### src/rtl/uart_pkg.sv
// Shared definitions for the UART transmit arbiter: FSM states, header nibble, bit clock divider.
// UART_ARB_ID_PREFIX_EN adds the header-frame states.
package uart_pkg;

    typedef enum logic [2:0] {
        ARB,
        ISSUE,
        WAIT_BUSY,
        WAIT_DONE
`ifdef UART_ARB_ID_PREFIX_EN
        ,
        HDR_ISSUE,
        HDR_WAIT_BUSY,
        HDR_WAIT_DONE
`endif
    } state_t;

    localparam logic [3:0] UART_HDR_NIBBLE = 4'hA;

    // Clock cycles per serial bit, shared with the uart_tx instance.
    localparam int CLOCK_DIV = 4;

    function automatic logic [7:0] hdr_byte(input logic [2:0] id);
        return {UART_HDR_NIBBLE, 1'b0, id};
    endfunction

endpackage

### src/rtl/uart_tx_arbiter_rr_arbiter.sv
// Combinational round-robin pick: first set req bit at or above rr_ptr, wrapping at NUM_REQ.
module rr_arbiter #(
    parameter int NUM_REQ = 4,
    parameter int ID_W    = $clog2(NUM_REQ)
) (
    input  logic [NUM_REQ-1:0] req,
    input  logic [ID_W-1:0]    rr_ptr,
    output logic               grant_valid,
    output logic [ID_W-1:0]    grant_id
);

    logic [ID_W:0]   sum;
    logic [ID_W-1:0] idx;

    // NOTE: every variable gets a default before the loop, so no path leaves one unassigned (no latch).
    always_comb begin
        grant_valid = 1'b0;
        grant_id    = '0;
        sum         = '0;
        idx         = '0;
        // Walk offsets from farthest to nearest so the nearest hit is the last one written.
        for (int k = NUM_REQ - 1; k >= 0; k--) begin
            sum = {1'b0, rr_ptr} + (ID_W + 1)'(k);
            if (sum >= (ID_W + 1)'(NUM_REQ)) begin
                sum = sum - (ID_W + 1)'(NUM_REQ);
            end
            idx = sum[ID_W-1:0];
            if (req[idx]) begin
                grant_valid = 1'b1;
                grant_id    = idx;
            end
        end
    end

endmodule

### src/rtl/uart_tx_arbiter.sv
// Shares one uart_tx serializer between NUM_REQ byte producers with round-robin grants.
// Define UART_ARB_ID_PREFIX_EN to precede each byte with a {4'hA, 0, id} header frame.
module uart_tx_arbiter
    import uart_pkg::*;
#(
    parameter int NUM_REQ      = 4,
    parameter int ID_W         = 2,
    parameter int BUSY_TIMEOUT = 8
) (
    input  logic                 clock,
    input  logic                 reset,
    input  logic [NUM_REQ-1:0]   req,
    input  logic [NUM_REQ*8-1:0] req_data,
    output logic [NUM_REQ-1:0]   ack,
    output logic                 uart_start,
    output logic [7:0]           uart_data,
    input  logic                 uart_busy,
    output logic                 active,
    output logic [ID_W-1:0]      cur_id,
    output logic                 err
);

    localparam int CNT_W = $clog2(BUSY_TIMEOUT + 1);

    state_t             state_q, state_d;
    logic [ID_W-1:0]    ptr_q, ptr_d;
    logic [CNT_W-1:0]   cnt_q, cnt_d;
    logic [NUM_REQ-1:0] ack_d;
    logic               start_d, active_d, err_d;
    logic [7:0]         data_d;
    logic [ID_W-1:0]    id_d;
    logic               grant_valid;
    logic [ID_W-1:0]    grant_id;
    logic [7:0]         grant_byte;
    logic               timed_out;

`ifdef UART_ARB_ID_PREFIX_EN
    logic [7:0] payload_q, payload_d;
`endif

    rr_arbiter #(
        .NUM_REQ (NUM_REQ),
        .ID_W    (ID_W)
    ) u_rr (
        .req         (req),
        .rr_ptr      (ptr_q),
        .grant_valid (grant_valid),
        .grant_id    (grant_id)
    );

    assign grant_byte = req_data[8*grant_id +: 8];
    assign timed_out  = (cnt_q == CNT_W'(BUSY_TIMEOUT - 1));

    always_comb begin
        state_d  = state_q;
        ptr_d    = ptr_q;
        cnt_d    = cnt_q;
        ack_d    = '0;
        start_d  = 1'b0;
        err_d    = 1'b0;
        data_d   = uart_data;
        active_d = active;
        id_d     = cur_id;
`ifdef UART_ARB_ID_PREFIX_EN
        payload_d = payload_q;
`endif
        unique case (state_q)
            ARB: begin
                if (grant_valid) begin
                    id_d     = grant_id;
                    ack_d    = NUM_REQ'(1) << grant_id;
                    active_d = 1'b1;
                    ptr_d    = (grant_id == ID_W'(NUM_REQ - 1)) ? '0 : grant_id + 1'b1;
`ifdef UART_ARB_ID_PREFIX_EN
                    data_d    = hdr_byte(3'(grant_id));
                    payload_d = grant_byte;
                    state_d   = HDR_ISSUE;
`else
                    data_d  = grant_byte;
                    state_d = ISSUE;
`endif
                end else begin
                    active_d = 1'b0;
                end
            end
            ISSUE: begin
                start_d = 1'b1;
                cnt_d   = '0;
                state_d = WAIT_BUSY;
            end
            WAIT_BUSY: begin
                if (uart_busy) begin
                    state_d = WAIT_DONE;
                end else if (timed_out) begin
                    err_d    = 1'b1;
                    active_d = 1'b0;
                    state_d  = ARB;
                end else begin
                    cnt_d = cnt_q + 1'b1;
                end
            end
            WAIT_DONE: begin
                if (!uart_busy) begin
                    active_d = 1'b0;
                    state_d  = ARB;
                end
            end
`ifdef UART_ARB_ID_PREFIX_EN
            HDR_ISSUE: begin
                start_d = 1'b1;
                cnt_d   = '0;
                state_d = HDR_WAIT_BUSY;
            end
            HDR_WAIT_BUSY: begin
                if (uart_busy) begin
                    state_d = HDR_WAIT_DONE;
                end else if (timed_out) begin
                    // Abandoning the header drops the payload as well.
                    err_d    = 1'b1;
                    active_d = 1'b0;
                    state_d  = ARB;
                end else begin
                    cnt_d = cnt_q + 1'b1;
                end
            end
            HDR_WAIT_DONE: begin
                if (!uart_busy) begin
                    data_d  = payload_q;
                    state_d = ISSUE;
                end
            end
`endif
            default: state_d = ARB;
        endcase
    end

    // NOTE: state registers use non-blocking assignments so every flop samples pre-edge values.
    always_ff @(posedge clock or posedge reset) begin
        if (reset) begin
            state_q    <= ARB;
            ptr_q      <= '0;
            cnt_q      <= '0;
            ack        <= '0;
            uart_start <= 1'b0;
            uart_data  <= 8'h00;
            active     <= 1'b0;
            cur_id     <= '0;
            err        <= 1'b0;
`ifdef UART_ARB_ID_PREFIX_EN
            payload_q  <= 8'h00;
`endif
        end else begin
            state_q    <= state_d;
            ptr_q      <= ptr_d;
            cnt_q      <= cnt_d;
            ack        <= ack_d;
            uart_start <= start_d;
            uart_data  <= data_d;
            active     <= active_d;
            cur_id     <= id_d;
            err        <= err_d;
`ifdef UART_ARB_ID_PREFIX_EN
            payload_q  <= payload_d;
`endif
        end
    end

endmodule
### config.mk
export PLATFORM = sky130hd
export DESIGN_NAME = uart_tx_arbiter
export DESIGN_NICKNAME = d
export VERILOG_FILES = /design/src/rtl/uart_pkg.sv /design/src/rtl/uart_tx_arbiter_rr_arbiter.sv /design/src/rtl/uart_tx_arbiter.sv
export SDC_FILE = /design/constraint.sdc
export NUM_CORES = 1
export LEC_CHECK = 0
export CAP_MARGIN = 20
export CORE_ASPECT_RATIO = 0.6
export CORE_MARGIN = 1
export CORE_UTILIZATION = 39
export DETAILED_ROUTE_END_ITERATION = 10
export PLACE_DENSITY = 0.75
export SLEW_MARGIN = 0
export SYNTH_ARGS = -nofsm -noshare
export SYNTH_HDL_FRONTEND = slang
export SYNTH_SLANG_ARGS = --single-unit
### constraint.sdc
create_clock -name clock -period 1.6 [get_ports clock]
set_input_delay 0.24 -clock clock [delete_from_list [all_inputs] [get_ports clock]]
set_output_delay 0.24 -clock clock [all_outputs]
set_load 0.005 [all_outputs]
==> qor.txt <==
Worst setup SP type: register
Die Footprint: 4030 µm²
Syn-to-layout area delta: 77.4%
sequential fraction of the synthesis area: 42.5%
worst flop-to-flop path endpoint: uart_data[4]$_DFFE_PP0P_
H-tree Lvls: 1
io pins: 56
Die H: 49.6 µm
Port Buf Inserts: 55
RSZ-0062 raised after global routing: true
final setup margin: -0.0532 ns
max-cap violations: 0
antenna violation net count after detailed routing: 0
total wire length: 4.48 mm
number of antenna diodes: 0
number of global-route vias before repair: 1603
global-route wire length before repair: 7.19 mm
DR top layer: met4
clock slew at reported path FFs: 0.08 ns
Ys Warns: 0
clk_skew: 0.00195 ns
syn_nets: 197
power density over the cells: 1590 nW/µm²
Tmin final: 1.65 ns
most used flip-flop cell after synthesis: dfrtp_1
core area: 3420 µm²
CTS Buf Count: 3
final hold violations: 0
root buffer cell: clkbuf_8
Post-Syn Area per Cell: 9.74 µm²
cts hold-fix bufs: 0
Vias/cell: 5.29
WP data arrival: 1.83 ns
wire per inst: 15.7 µm
starting density of the core: 43.0%
CP Max Fanout: 9
Leakage: 1.12 nW
DRC errors left: 0
Net Sw Power: 1.60 mW
Gate power share: 64.8%
layout cells sized above 1: 33.2%
Crit Path Class: reg -> reg
Cell Rows: 16
Fillers: 232
Clock power frac: 9.1%
Netlist cell types: 36
Clock Sinks: 25
via count: 1512
worst slew pin tran: 0.320 ns
Setup violations, final: 6
CP Capture Type: register
layout net count: 288
Non-Filler Instances: 286
final core occ: 76.2%
DRT Pass-1 Iters: 6
status: finished with violations
CTS tree: done
largest net degree at the start of global routing: 26
Synth Register Bits: 25
Cells after Synth: 151
total gr overflow: 0
met3 wire length: 250 µm
Int Pwr: 2.56 mW
peak supply drop: 0.000900 V
Worst Hold Class: in -> async
Bufs on Longest Clock Path: 2
Switching Share: 38.4%
R2R Setup Slk: -0.05 ns
initial antenna violation count: 0
final period utilization: 103%
number of flops mapped to enable cells by yosys: 0
sequential fraction of design power: 26.1%
CP required: 1.78 ns
Met1 Wirelength: 1.94 mm
Total Routing Usage GR: 23.9%
Die X: 81.3 µm
Fmax: 605 MHz
ys async rst share: 100%
Synth Cell Area: 1470 µm²
Final Max Slew Viols: 0
dpl cells: 276
Worst R2R Start: ptr_q[1]$_DFFE_PP0P_
failing checks: negative setup slack
Rel. slew slack: 78.5%
Final GP Congestion: 0.875
R2R depth: 6
latest clock arrival within the worst-skew pair: 0.27 ns
dpl hpwl: 3.36 mm
met2 wire length: 2.21 mm
initial detailed-routing violation count: 75
worst max-delay path, cell delays in order, from the launching register on:
cell      delay [ns]
dfrtp_2         0.42
mux2i_2         0.25
or2_1           0.18
nand3_4         0.13
buf_12          0.18
mux2i_1         0.13
a211oi_1        0.26
area by class of cell:
type / instances / area (µm²) / area share, %
Clock buffer: 4 / 45.0 / 1.73
Inverter: 6 / 25.0 / 0.959
Sequential cell: 25 / 627 / 24.0
Multi-Input combinational cell: 116 / 995 / 38.1
Timing Repair Buffer: 90 / 862 / 33.0
Tap cell: 45 / 56.3 / 2.16
logic make-up after synthesis:
family                   Yosys count  synth area share (%)
buffers and inverters             10                  4.42
AO/OA/AOI/OAI                     36                  17.4
adder cells (fa/ha/maj)            7                  5.95
AND/OR/NAND/NOR                   62                  22.3
XOR/XNOR                           1                 0.595
flip-flops                        25                  42.5
multiplexers                      10                  6.80
power groups by stage:
stage,Clock [mW],Sequential [mW],Combinational (mW)
after CTS,0.383,1.08,2.25
after global placement,0,1.07,2.02
after detailed placement,0,1.09,2.11
after global routing,0.416,1.12,2.92
after floorplan,0,1.07,1.09
final,0.380,1.09,2.70
timing repair:
| item | CTS | global route |
|---|---|---|
| gates resized for setup | 15 | 37 |
| pin swaps | 4 | 10 |
| setup endpoints to repair | 13 | 14 |
| setup buffers | 0 | 7 |
per-stage QoR:
step                      worst slack (ns)  hold slack (ns)  TNS (ns)  power [mW]  instance area (µm²)
after floorplan                     0.0142            0.267         0        2.16                 1480
after global placement              -0.408            0.473     -5.38        3.10                 2270
after detailed placement            -0.544            0.480     -7.23        3.20                 2270
after CTS                          -0.0337            0.333   -0.0822        3.72                 2370
after global routing                -0.121            0.344    -0.813        4.46                 2610
final                              -0.0532            0.320    -0.106        4.16                 2610
Yosys cell counts, drive strengths merged (2+ instances only):
cell type / number / share of area, %
dfrtp: 25 / 43
nand2: 21 / 5.4
a211oi: 16 / 8.8
nor2: 14 / 3.6
nor3: 11 / 4.1
mux2i: 10 / 6.8
a21oi: 8 / 2.7
ha: 7 / 6.0
o21ai: 7 / 2.6
inv: 6 / 1.5
nand2b: 3 / 1.8
a21o: 2 / 1.0
and2: 2 / 0.85
buf: 2 / 2.1
clkbuf: 2 / 0.77
nand3: 2 / 1.0
nand3b: 2 / 1.3
nor2b: 2 / 0.85
routing by layer:
metal	vias to the layer above	GRT usage, %
met5	-	0
met3	9	7.04
met4	0	8.63
li1	726	-
met1	722	28.1
met2	55	41.1
flip-flops by register name, indices dropped and copies added (netlist names):
signal      count
uart_data       8
ack             4
cnt_q           4
cur_id          2
ptr_q           2
state_q         2
active          1
err             1
uart_start      1
cells in the final DEF, fill, tap and decap left out, types with 4 or more instances in the layout:
| cell | synthesis | layout |
|---|---|---|
| clkdlybuf4s50_1 | 0 | 51 |
| buf_4 | 0 | 31 |
| dfrtp_1 | 25 | 24 |
| nand2_1 | 21 | 21 |
| nor2_1 | 14 | 12 |
| a211oi_2 | 2 | 12 |
| nor3_1 | 10 | 8 |
| a21oi_1 | 8 | 7 |
| o21ai_0 | 6 | 5 |
| mux2i_1 | 10 | 4 |
| a211oi_1 | 14 | 4 |
| buf_12 | 1 | 4 |
worst max-delay path by stage:
stage,start,endpoint,cells after the start
CTS,ptr_q[1]$_DFFE_PP0P_,uart_data[4]$_DFFE_PP0P_,6
detailed placement,req[2],uart_data[5]$_DFFE_PP0P_,6
global placement,req[2],uart_data[1]$_DFFE_PP0P_,6
floorplan,state_q[0]$_DFFE_PP0P_,cnt_q[3]$_DFFE_PP0P_,7
finish,ptr_q[1]$_DFFE_PP0P_,uart_data[4]$_DFFE_PP0P_,6
global route,ptr_q[1]$_DFFE_PP0P_,uart_data[5]$_DFFE_PP0P_,6
(Power assumes the default switching activity.)
